`config.mk`:
```
export PLATFORM = sky130hd
export DESIGN_NAME = triple_buffer_ctrl
export DESIGN_NICKNAME = d
export VERILOG_FILES = /design/src/rtl/triple_buffer_pkg.sv /design/src/rtl/tb_addr_counter.sv /design/src/rtl/triple_buffer_ctrl.sv
export SDC_FILE = /design/constraint.sdc
export NUM_CORES = 1
export LEC_CHECK = 0
export BUFFER_PORTS_ARGS = -buffer_cell sky130_fd_sc_hd__buf_2
export CORE_MARGIN = 4
export CORE_UTILIZATION = 49
export CTS_CLUSTER_SIZE = 20
export DETAILED_ROUTE_END_ITERATION = 16
export PLACE_DENSITY = 0.78
export SYNTH_ARGS = -nofsm -noshare
export SYNTH_HDL_FRONTEND = slang
export SYNTH_SLANG_ARGS = --single-unit
```
`constraint.sdc`:
```
create_clock -name clk -period 2.6 [get_ports clk]
set_clock_uncertainty 0.2 [all_clocks]
set_input_delay 0.52 -clock clk [delete_from_list [all_inputs] [get_ports clk]]
set_output_delay 0.52 -clock clk [all_outputs]
set_load 0.05 [all_outputs]
```
`src/rtl/triple_buffer_pkg.sv`:
```
// Shared constants for the three-frame capture buffer sequencer:
// one-hot buffer ids, reset role assignment and FSM state encodings.
package triple_buffer_pkg;

  localparam logic [2:0] BUF0 = 3'b001;
  localparam logic [2:0] BUF1 = 3'b010;
  localparam logic [2:0] BUF2 = 3'b100;

  // Roles after reset: writer, reader and spare each own one buffer.
  localparam logic [2:0] RST_W_BUF = BUF0;
  localparam logic [2:0] RST_R_BUF = BUF1;
  localparam logic [2:0] RST_S_BUF = BUF2;

  typedef enum logic [0:0] {
    W_IDLE = 1'b0,
    W_FILL = 1'b1
  } w_state_t;

  typedef enum logic [1:0] {
    R_IDLE = 2'd0,
    R_WAIT = 2'd1,
    R_READ = 2'd2
  } r_state_t;

endpackage

```
`src/rtl/tb_addr_counter.sv`:
```
// Frame address counter: counts 0..MAX_TAP-1 on inc and wraps to 0 after the
// last tap. clear has priority over inc.
module tb_addr_counter #(
  parameter int MAX_TAP = 616,
  parameter int AW      = 10
) (
  input  logic          clk,
  input  logic          rst,
  input  logic          clear,
  input  logic          inc,
  output logic [AW-1:0] count,
  output logic          at_last
);

  localparam logic [AW-1:0] LAST = AW'(MAX_TAP - 1);

  logic [AW-1:0] count_r;

  assign count   = count_r;
  assign at_last = (count_r == LAST);

  // Address register: clear, wrap on the last tap, or step by one.
  always_ff @(posedge clk) begin
    if (rst) begin
      count_r <= '0;
    end else if (clear) begin
      count_r <= '0;
    end else if (inc) begin
      if (at_last) begin
        count_r <= '0;
      end else begin
        count_r <= count_r + AW'(1);
      end
    end else begin
      count_r <= count_r;
    end
  end

endmodule

```
`src/rtl/triple_buffer_ctrl.sv`:
```
// Triple-buffer sequencer for the ETS capture buffer. Rotates write/read/spare
// roles so the writer never stalls and the reader only sees complete frames.
// Build option DROP_CNT_EN: when defined, drop_cnt counts frames overwritten
// before being read; otherwise drop_cnt is tied to zero.
module triple_buffer_ctrl
  import triple_buffer_pkg::*;
#(
  parameter int MAX_TAP = 616,
  parameter int AW      = 10
) (
  input  logic          clk,
  input  logic          rst,
  input  logic          w_sof,
  input  logic          w_valid,
  input  logic          r_req,
  input  logic          r_en,
  output logic [AW-1:0] waddr,
  output logic          w_occur,
  output logic [2:0]    w_buffer_id,
  output logic [AW-1:0] raddr,
  output logic          r_occur,
  output logic [2:0]    r_buffer_id,
  output logic          r_valid,
  output logic          r_last,
  output logic          fresh,
  output logic [15:0]   drop_cnt
);

  w_state_t   w_state_r;
  r_state_t   r_state_r;
  logic [2:0] w_buf_r;
  logic [2:0] r_buf_r;
  logic [2:0] spare_r;
  logic       fresh_r;
  logic       r_valid_r;

  logic w_occur_s;
  logic w_at_last_s;
  logic commit_s;
  logic r_occur_s;
  logic r_at_last_s;
  logic r_last_s;
  logic r_wants_s;
  logic take_s;

  // A w_sof on the final sample aborts the frame, so it never commits.
  assign w_occur_s = w_valid & (w_state_r == W_FILL);
  assign commit_s  = w_occur_s & w_at_last_s & ~w_sof;
  assign r_occur_s = r_en & (r_state_r == R_READ);
  assign r_last_s  = r_occur_s & r_at_last_s;
  // A waiting reader (or a fresh request) takes a frame that is already
  // committed or is committing this very cycle.
  assign r_wants_s = (r_state_r == R_WAIT) | ((r_state_r == R_IDLE) & r_req);
  assign take_s    = r_wants_s & (fresh_r | commit_s);

  tb_addr_counter #(.MAX_TAP(MAX_TAP), .AW(AW)) u_waddr (
    .clk     (clk),
    .rst     (rst),
    .clear   (w_sof),
    .inc     (w_occur_s),
    .count   (waddr),
    .at_last (w_at_last_s)
  );

  tb_addr_counter #(.MAX_TAP(MAX_TAP), .AW(AW)) u_raddr (
    .clk     (clk),
    .rst     (rst),
    .clear   (take_s),
    .inc     (r_occur_s),
    .count   (raddr),
    .at_last (r_at_last_s)
  );

  // Write FSM: start on w_sof, return to idle once the last tap commits.
  always_ff @(posedge clk) begin
    if (rst) begin
      w_state_r <= W_IDLE;
    end else begin
      case (w_state_r)
        W_IDLE:  w_state_r <= w_sof ? W_FILL : W_IDLE;
        W_FILL:  w_state_r <= commit_s ? W_IDLE : W_FILL;
        default: w_state_r <= W_IDLE;
      endcase
    end
  end

  // Read FSM: request, wait for a committed frame, stream it out.
  always_ff @(posedge clk) begin
    if (rst) begin
      r_state_r <= R_IDLE;
    end else begin
      case (r_state_r)
        R_IDLE: begin
          if (take_s) begin
            r_state_r <= R_READ;
          end else if (r_req) begin
            r_state_r <= R_WAIT;
          end else begin
            r_state_r <= R_IDLE;
          end
        end
        R_WAIT:  r_state_r <= take_s ? R_READ : R_WAIT;
        R_READ:  r_state_r <= r_last_s ? R_IDLE : R_READ;
        default: r_state_r <= R_IDLE;
      endcase
    end
  end

  // Buffer role rotation and freshness flag; a simultaneous commit and take
  // hands the just-written buffer straight to the reader.
  always_ff @(posedge clk) begin
    if (rst) begin
      w_buf_r <= RST_W_BUF;
      r_buf_r <= RST_R_BUF;
      spare_r <= RST_S_BUF;
      fresh_r <= 1'b0;
    end else if (commit_s && take_s) begin
      r_buf_r <= w_buf_r;
      w_buf_r <= spare_r;
      spare_r <= r_buf_r;
      fresh_r <= 1'b0;
    end else if (commit_s) begin
      w_buf_r <= spare_r;
      spare_r <= w_buf_r;
      fresh_r <= 1'b1;
    end else if (take_s) begin
      r_buf_r <= spare_r;
      spare_r <= r_buf_r;
      fresh_r <= 1'b0;
    end else begin
      w_buf_r <= w_buf_r;
      r_buf_r <= r_buf_r;
      spare_r <= spare_r;
      fresh_r <= fresh_r;
    end
  end

  // Read-data valid lines up with the one-cycle BRAM read latency.
  always_ff @(posedge clk) begin
    if (rst) begin
      r_valid_r <= 1'b0;
    end else begin
      r_valid_r <= r_occur_s;
    end
  end

`ifdef DROP_CNT_EN
  logic [15:0] drop_r;

  // Count committed frames that replace an unread one; saturate at max.
  always_ff @(posedge clk) begin
    if (rst) begin
      drop_r <= 16'd0;
    end else if (commit_s && fresh_r && (drop_r != 16'hFFFF)) begin
      drop_r <= drop_r + 16'd1;
    end else begin
      drop_r <= drop_r;
    end
  end

  assign drop_cnt = drop_r;
`else
  assign drop_cnt = 16'd0;
`endif

  assign w_occur     = w_occur_s;
  assign w_buffer_id = w_buf_r;
  assign r_occur     = r_occur_s;
  assign r_buffer_id = r_buf_r;
  assign r_valid     = r_valid_r;
  assign r_last      = r_last_s;
  assign fresh       = fresh_r;

endmodule

```
=== After elaboration in Yosys (flattened, before gate mapping) ===
Index checks and enable logic that the tools add are counted.

* Add/subtract/negate cells: 2
* Equal/unequal tests: 5
* Multiplexer cells: 20
* Bitwise gates (word level): 11
* Reductions and logical operators: 10

{| class="wikitable"
|+ Operators by type and width
! operator !! count
|-
| 3-bit two-way mux || 8
|-
| 10-bit by 1-bit adder with 10-bit output, second input constant || 2
|-
| 10-bit equality test, second input constant || 2
|-
| 10-bit two-way mux || 2
|-
| 1-bit AND || 7
|-
| 2-bit two-way mux || 3
|-
| 2-bit case mux with 3 select lines || 1
|-
| 2-bit nonzero test || 3
|-
| 2-bit OR reduction || 3
|-
| 1-bit two-way mux || 5
|-
| 3-bit nonzero test || 1
|-
| 2-bit by 1-bit equality test with 1-bit output, second input constant || 1
|-
| 2-bit equality test, second input constant || 1
|-
| 2-bit logical NOT || 1
|-
| 2-bit by 1-bit inequality test with 1-bit output, second input constant || 1
|-
| 1-bit NOT || 2
|-
| 1-bit bitwise OR || 2
|-
| 1-bit case mux with 2 select lines || 1
|-
| 2-bit AND reduction || 1
|-
| 1-bit logical AND || 1
|}

* Flip-flop bits (word level): 34
* Input bits: 6
* Output and inout bits: 47

=== Longest topological paths before layout ===
Gate-level depths: netlist of the first run.

* Depth after elaboration: 8
* Mapped depth: 7
* Gate-level depth less buffers: 6

=== By module ===
A second synthesis of the first run with hierarchy kept.

* Cell total of the unflattened synthesis: 188
* Area, all modules: 1,722.9 um^2

{| class="wikitable"
|+ Modules (own cells, without submodules)
! module !! times used !! cells an instance !! area an instance (um^2) !! seq. area each (um^2)
|-
| tb_addr_counter || 2 || 52 || 479.2 || 200.2
|-
| triple_buffer_ctrl || 1 || 84 || 764.5 || 280.3
|}

=== Least setup slack after synthesis of the first run ===
OpenSTA, ideal clock, no wires.

* Path kind: register to register
* Start point: register u_raddr.count_r[0] (netlist: u_raddr.count[0])
* End point: register u_raddr.count_r[5] (netlist: u_raddr.count[5])
* Arrival time: 2.519 ns
* Required time: 2.284 ns
* Slack: -0.235 ns
* Cell stages (with the launch flop): 8
* Buffers on the path: 1
* Period minus slack after synthesis: 2.835 ns
* Path through: dfxtp_1 > ha_1 > nor4bb_1 > nand4_1 > nor2_1 > or3b_2 > buf_2 > nor2_1

* Longest elaborated chain between the ends: 2
* Elaborated cells between the ends (all ways): 3

{| class="wikitable"
|+ Ends and longest elaborated chain
! what !! line !! RTL
|-
| start: declaration || tb_addr_counter.sv:17 || <nowiki>logic [AW-1:0] count_r;</nowiki>
|-
| start signal: assignment || tb_addr_counter.sv:32 || <nowiki>count_r <= count_r + AW'(1);</nowiki>
|-
| start signal: assignment || tb_addr_counter.sv:35 || <nowiki>count_r <= count_r;</nowiki>
|-
| 10-bit by 1-bit adder with 10-bit output or 10-bit equality test (tied branches) || tb_addr_counter.sv:32, tb_addr_counter.sv:20 ||
|-
| 10-bit two-way mux * || tb_addr_counter.sv:29 || <nowiki>if (at_last) begin</nowiki>
|}

Mark *: on every way between the ends. The rest lies on a longest branch, timed or not.
A chain may end at the register's enable or synchronous reset.

=== Worst setup path in the final report of the first run ===
* Start point: register u_raddr.count_r[0] (netlist: u_raddr.count[0])
* End point: output r_last

* Longest elaborated chain between the ends: 2

{| class="wikitable"
|+ Ends and longest elaborated chain
! what !! line !! RTL
|-
| 10-bit equality test || tb_addr_counter.sv:20 || <nowiki>assign at_last = (count_r == LAST);</nowiki>
|-
| 1-bit AND || triple_buffer_ctrl.sv:50 || <nowiki>assign r_last_s = r_occur_s & r_at_last_s;</nowiki>
|-
| end: declaration || triple_buffer_ctrl.sv:24 || <nowiki>output logic r_last,</nowiki>
|}

Every way passes these cells.

==> key figures, run 1 <==
Timing
  • Fmax achieved: 0.406 GHz
  • RSZ-0062 raised after global routing: false
  • Setup tns final: 0 ns
  • Tcrit/Tclk final: 94.7%
  • Slew Viols, Final: 0
  • Min cycle time layout: 2.46 ns
  • Setup Viol. Count Final: 0
  • Final Hold Fails: 0

Floorplanning
  • Initial Util: slightly above 50%
  • Die area: 0.00424 sq mm
  • Die H: 65.1 microns
  • Core Box Area: 0.00308 sq mm
  • Site Rows: 20
  • Io pins: 53
  • Die width: 65.1 microns

Worst setup path
  • Worst path cell trace: ha_4, nor4bb_2, nand4_1, nor2_2, buf_6
  • Crit start category: flip-flop
  • CP Class: flip-flop to output pin
  • Critical path data required time: between 1.5 and 2 ns
  • Arrival time worst endpoint: 1.74 ns
  • Worst Reg-to-Reg Cells: 7
  • Worst-path fanout max: 6
  • Crit path largest cell delay: 0.42 ns
  • Max stage delay cell, worst path: dfxtp_2
  • Endpoint class of the critical path: output pin

Routing
  • WL/cell: 11.3 microns
  • DRT iter0 DRCs: 53
  • DRC violations left: 0
  • Final antenna-violating net count: 0
  • Drt total wl: 2980 microns
  • Vias/cell: 4.86
  • Pre-antenna DRT Iters: 4
  • Via count: between 1000 and 1500

Finish
  • Area grow syn2layout: 17.4%
  • Diode count: 0
  • Fill count: 281
  • Most common cell after layout, fill and taps aside: buf_2
  • Commonest non-fill, non-tap cells in the layout: 35 x buf_2, 34 x nor2_1, 32 x dfxtp_1, 16 x conb_1, 12 x nand2_1
  • Share of cells above drive strength 1: approximately 29%
  • Final net count: ~230
  • Final Core Density: 61.0%

Synth
  • Flop and latch count out of synthesis: 34
  • YS warnings: 0
  • Netlist cell types: 37
  • Post-Syn Instances: ~180
  • Syn Area/Cell: 8.94 sq um
  • Sequential-to-total area share from yosys stat: 42.5%
  • Mapped Area: 0.00160 sq mm

Clock network
  • Worst-Skew Late Latency: ~0.34 ns
  • CTS max path bufs: 2
  • CTS Sinks: 34
  • CTS tree: yes
  • CTS clock-pin slew for the worst setup and hold paths: 0.11 ns
  • Hold_buf cts: 0
  • Root buf cell: clkbuf_4
  • H-tree Lvls: 2
  • CTS Buf Count: 5

Placed design
  • DP HPWL: around 2200 microns
  • IO buf count: 36
  • GPL Wtd Cong: 0.793

GRT
  • Largest net degree at the start of global routing: 19
  • Overall routing resource usage: 14.4%
  • Number of global-route vias before repair: approximately 1100
  • Met2 Use GR: 24.0%
  • Busiest grt layer: met2
  • M1 GR Usage: 16.8%
  • Initial antenna violation count: 0
  • GR Util met3: 4.44%
  • Total grt overflow: 0
  • First-pass GRT wire length: 4800 microns

Pwr
  • Clk pwr share: 38.3%
  • Net Sw Frac: about a quarter
  • Reported net switching power: roughly 250 uW
  • Comb pwr share: 8.2%
  • PD cells: 523 mW/mm^2
  • Leakage: roughly 0.0008 uW
  • P_int: 731 uW
  • Seq pwr share: roughly 54%
  • Max rail drop VDD: 0.335 mV

Job
  • Max-cap violations: 0

Hold path
  • Worst hold path depth: 3
  • Worst hold path class: primary input to flip-flop

Run status
  • Status: completed
## logic make-up (layout without fill, tap and decap cells)
logic type,after synthesis,in the layout,synth area share [%]
AO/OA/AOI/OAI,10,10,4.22
XOR/XNOR,16,16,8.76
adder cells (fa/ha/maj),2,2,1.56
buffers and inverters,22,48,9.23
flip-flops,34,34,42.5
multiplexers,10,10,6.49
other,1,16,0.234
AND/OR/NAND/NOR,84,84,27.0
## registers in the layout, indices dropped and copies added (netlist names)
signal and count:
r_valid 1, r_state_r 2, w_state_r 1, spare_r 3
u_waddr.count 10, fresh 1, u_raddr.count 10, r_buffer_id 3
w_buffer_id 3
## worst max-delay path: cells and delay by family (launching register included)
| kind | cells | cell delay [ns] |
|---|---|---|
| buf+inv | 1 | 0.18 |
| fa+ha+maj | 1 | 0.18 |
| flops | 1 | 0.42 |
| simple gates | 3 | 0.63 |
## cell usage after synthesis
master / n / area share [%]
or3b_2: 2 / 1.1
dfxtp_1: 34 / 43
inv_1: 1 / 0.23
a211o_2: 1 / 0.63
a22oi_2: 1 / 0.78
nor4_4: 1 / 1.3
nand4b_1: 1 / 0.55
conb_1: 1 / 0.23
nand3b_1: 1 / 0.47
xor2_1: 8 / 4.4
or3_4: 1 / 0.70
nand3_1: 4 / 1.3
and2b_2: 1 / 0.55
clkbuf_1: 3 / 0.70
xnor2_1: 8 / 4.4
or3_1: 3 / 1.2
mux2_2: 3 / 2.1
nand2_1: 12 / 2.8
and2_1: 1 / 0.39
buf_4: 17 / 8.0
and3_1: 2 / 0.78
buf_2: 1 / 0.31
nor2_1: 35 / 8.2
nor3b_1: 1 / 0.47
nor3_1: 8 / 2.5
nor4bb_1: 1 / 0.63
o21a_1: 1 / 0.47
and3_2: 1 / 0.47
o21bai_1: 1 / 0.47
o21ai_0: 1 / 0.31
nor4_1: 1 / 0.39
a21oi_1: 5 / 1.6
ha_1: 2 / 1.6
or2_2: 1 / 0.39
or2b_1: 1 / 0.47
nand4_1: 6 / 2.3
mux2i_1: 7 / 4.4
## per-stage QoR
stage	cells	power, uW	area [sq um]	setup WS (ns)	hold WS [ns]
2_1_floorplan	194	629	1660	0.0170	0.235
3_3_place_gp	255	618	1770	0.339	0.254
3_5_place_dp	255	618	1770	0.326	0.256
4_1_cts	263	993	1850	0.00883	0.271
5_1_grt	264	1020	1880	0.0122	0.299
6_report	264	983	1880	0.138	0.283
## final cells by class
type,count,area [sq um],share of cell area (%)
Multi-Input combinational cell,138,850,45.2
Inverter,1,3.75,0.200
Sequential cell,34,683,36.4
Clock buffer,5,37.5,2.00
Tap cell,44,55.1,2.93
Timing Repair Buffer,39,209,11.1
Clock inverter,3,40.0,2.13
## power groups by stage
stage / logic [uW] / registers [uW] / clock network, uW
2_1_floorplan: 89.7 / 539 / 0
3_3_place_gp: 79.9 / 538 / 0
3_5_place_dp: 80.0 / 538 / 0
4_1_cts: 80.4 / 526 / 387
5_1_grt: 85.2 / 527 / 409
6_report: 80.7 / 526 / 376
## per-layer routing
metal | vias to the layer above | share of wire (%)
met5 | - | 0
li1 | 651 | -
met4 | 0 | 2.1
met3 | 8 | 5.1
met1 | 593 | 45
met2 | 31 | 48
## final timing paths
kind / startpoint / endpoint / slack (ns)
worst max-delay path: u_raddr.count[0]$_SDFFE_PP0P_ / r_last / 0.14
worst min-delay path: w_sof / w_state_r$_SDFF_PP0_ / 0.28
worst max register to register: u_waddr.count[0]$_SDFFE_PP0N_ / r_buffer_id[1]$_SDFFE_PP1P_ / 0.42
worst min register to register: spare_r[0]$_SDFFE_PP0P_ / w_buffer_id[0]$_SDFFE_PP1P_ / 0.29
## what timing repair did
action,CTS,global route
endpoints found under the hold margin,0,0
setup endpoints to repair,1,1
resized for setup,2,5
pin swaps,0,2
setup buffers,0,1
Power figures use the tool's default switching activity.
==> run 2, diff against run 1 <==
ABC_AREA = 1   (was unset)
CORE_UTILIZATION = 52   (was 49)
PLACE_DENSITY = 0.79   (was 0.78)
==> run 2 against run 1 <==
  * Hold slack worse by 0.0041 ns
  * Register-to-register slack better by 0.36 ns
  * Clock power up 6.6%
  * Final area up 17%
  * Area after synthesis up 20%
  * Total power up 3.4%
  * Utilization up 2.9 points
  * First-iteration DRC count up 140%
  * Critical path depth down 1
  * Die area up 11%
  * Critical path type unchanged
==> key figures, run 2 <==
Run status
  • Status: completed

Floorplanning
  • Site Rows: 21
  • Die H: around 69 microns
  • Die width: slightly below 70 microns
  • Core Box Area: approximately 0.0034 sq mm
  • Initial Util: a little under three fifths
  • Die area: 0.00473 sq mm
  • Io pins: 53

Clock network
  • Hold_buf cts: 0
  • H-tree Lvls: 2
  • Worst-Skew Late Latency: 0.28 ns
  • CTS max path bufs: 2
  • Post_cts resized: 0
  • Root buf cell: clkbuf_8
  • CTS tree: yes
  • Post-CTS Setup Inserts: 0
  • CTS clock-pin slew for the worst setup and hold paths: 0.07 ns
  • CTS Sinks: 34
  • CTS Buf Count: 5

Synth
  • Post-Syn Instances: 277
  • Largest family of logic cells by synthesized area: simple AND/OR/NAND/NOR gates
  • Synthesized-area fraction occupied by adder cells: 1.30%
  • Most frequent cell after synthesis: nand2_1
  • Ys flop type: dfxtp_1
  • Synth Area in XOR/XNOR: 1.37%
  • Mux contribution to synthesized area: 0%
  • Compound-Gate Fraction of Synth Area: 6.91%
  • Area fraction of the dominant cell type after synthesis: 35.4%
  • Post-synth ARST share: 0%
  • Mapped Area: 0.00192 sq mm
  • Most frequent cells after synthesis: 53 x nand2_1, 35 x inv_1, 34 x dfxtp_1, 34 x nor2_1, 24 x nand3_1
  • Syn Area/Cell: 6.93 sq um
  • Sequential-to-total area share from yosys stat: between 30% and 40%
  • YS warnings: 0
  • Post-Synth Simple-Gate Area: 40.4%
  • Leading area contributor after synthesis: dfxtp_1
  • Netlist cell types: 33
  • Top cells by area, synth: dfxtp_1 35%, nand2_1 10%, inv_1 6.8%
  • Flop and latch count out of synthesis: 34
  • EDFF count, synth: 0

Worst setup path
  • CP Class: flip-flop to output pin
  • Cell family with most CP delay: flip-flops
  • Crit start category: flip-flop
  • Endpoint class of the critical path: output pin
  • Worst-path fanout max: 7
  • Reg2reg start: u_waddr.count[0]$_SDFFE_PP0N_
  • Worst Reg-to-Reg Cells: 8
  • Flop2flop setup slack: 0.78 ns
  • Max stage delay cell, worst path: dfxtp_1
  • Critical path data required time: about 1.9 ns
  • RR Endpoint: u_raddr.count[4]$_SDFFE_PP0P_
  • Crit path largest cell delay: 0.43 ns
  • Worst path cell trace: ha_1, nand3_1, nor4_4, buf_2
  • Arrival time worst endpoint: roughly 1.7 ns
  • CP bufs+invs: 1

Hold path
  • Worst hold path depth: 2
  • Min-Delay Endpoint: w_buffer_id[0]$_SDFFE_PP1P_
  • Hold Crit Start: spare_r[0]$_SDFFE_PP0P_
  • Worst hold path class: flip-flop to flip-flop

Timing
  • Min cycle time layout: around 2.4 ns
  • RSZ-0062 raised after global routing: false
  • Setup tns final: 0 ns
  • Final Hold Fails: 0
  • Setup Viol. Count Final: 0
  • Final worst slack: approximately 0.19 ns
  • Slew Viols, Final: 0
  • Fmax achieved: roughly 0.42 GHz
  • Tcrit/Tclk final: 92.6%

Finish
  • Most common cell after layout, fill and taps aside: nand2_1
  • Commonest non-fill, non-tap cells in the layout: 53 x nand2_1, 36 x buf_2, 35 x inv_1, 34 x nor2_1, 34 x dfxtp_1
  • Area grow syn2layout: 14.6%
  • Post-Layout Cell Count: 365
  • Diode count: 0
  • Final Core Density: 63.9%
  • Final net count: 326
  • Share of cells above drive strength 1: 20.4%

GRT
  • Number of global-route vias before repair: 1585
  • Largest net degree at the start of global routing: 15
  • Total grt overflow: 0
  • First-pass GRT wire length: 6760 microns
  • Overall routing resource usage: roughly a fifth
  • Initial antenna violation count: 0

Placed design
  • IO buf count: 36
  • Pre-CTS setup slack: 0.482 ns
  • Placed insts: 357
  • GPL Wtd Cong: 0.834
  • DP HPWL: 3090 microns

Job
  • Max-cap violations: 0

Pwr
  • Total Power: 1020 uW
  • Seq pwr share: 51.8%
  • Reported net switching power: 271 uW
  • Max rail drop VDD: roughly 0.27 mV
  • Leakage: 0.00105 uW
  • Comb pwr share: ~8.8%
  • Clk pwr share: 39.4%
  • Net Sw Frac: 26.6%
  • PD cells: 462 mW/mm^2
  • P_int: roughly 750 uW

Routing
  • DRT iter0 DRCs: 129
  • Via count: 1832
  • Vias/cell: around 5.0
  • Final antenna-violating net count: 0
  • Drt total wl: 4070 microns
  • WL/cell: 11.1 microns
  • Pre-antenna DRT Iters: 4
  • DRC violations left: 0
==> run 2: logic make-up (layout without fill, tap and decap cells) <==
kind of cell | Yosys count | after routing
adders and majority gates | 2 | 2
DFF | 34 | 34
AOI/OAI and AO/OA | 23 | 23
buffers and inverters | 57 | 84
xor gates and xnor gates | 3 | 3
other | 1 | 16
and+or+nand+nor | 157 | 157
==> run 2: worst max-delay path by stage <==
stage	endpoint	slack, ns	cells after the start	start
2_1_floorplan	r_last	0.05	5	r_en
3_3_place_gp	r_last	0.50	6	r_en
3_5_place_dp	r_last	0.48	6	r_en
4_1_cts	r_last	0.20	4	u_raddr.count[0]$_SDFFE_PP0P_
5_1_grt	r_last	0.07	4	u_raddr.count[0]$_SDFFE_PP0P_
6_report	r_last	0.19	4	u_raddr.count[0]$_SDFFE_PP0P_
==> run 2: per-layer routing <==
metal  track usage (%)  part of all wire [%]
met4              5.60                  0.71
met1              24.5                    48
met2              30.4                    46
met3              4.05                   5.6
met5                 0                     0
==> run 2: metrics by stage <==
stage | instance area, sq um | hold WS (ns)
6_report | 2200 | 0.279
5_1_grt | 2200 | 0.311
4_1_cts | 2200 | 0.281
3_5_place_dp | 2110 | 0.257
3_3_place_gp | 2110 | 0.262
2_1_floorplan | 1990 | 0.229
==> run 2: tightest hold or removal path, delay by kind of cell (launching register included) <==
family           cells  cell delay [ns]
and+or+nand+nor      2             0.12
DFF                  1             0.33
==> run 2: final cells by class <==
cell class	instances	area (sq um)
fillers	325	1240
well taps	46	57.6
multi-input cells	201	1030
clock inverters	2	12.5
repair buffers	37	188
inverters	39	146
flip-flops and latches	34	681
clock buffers	6	82.6
==> run 2: power groups by stage <==
stage / Clock (uW) / Sequential, uW / Combinational [uW]
final: 401 / 527 / 89.4
after global routing: 442 / 527 / 96.6
after CTS: 409 / 527 / 89.0
after detailed placement: 0 / 539 / 89.0
after global placement: 0 / 538 / 88.2
after floorplan: 0 / 541 / 92.7
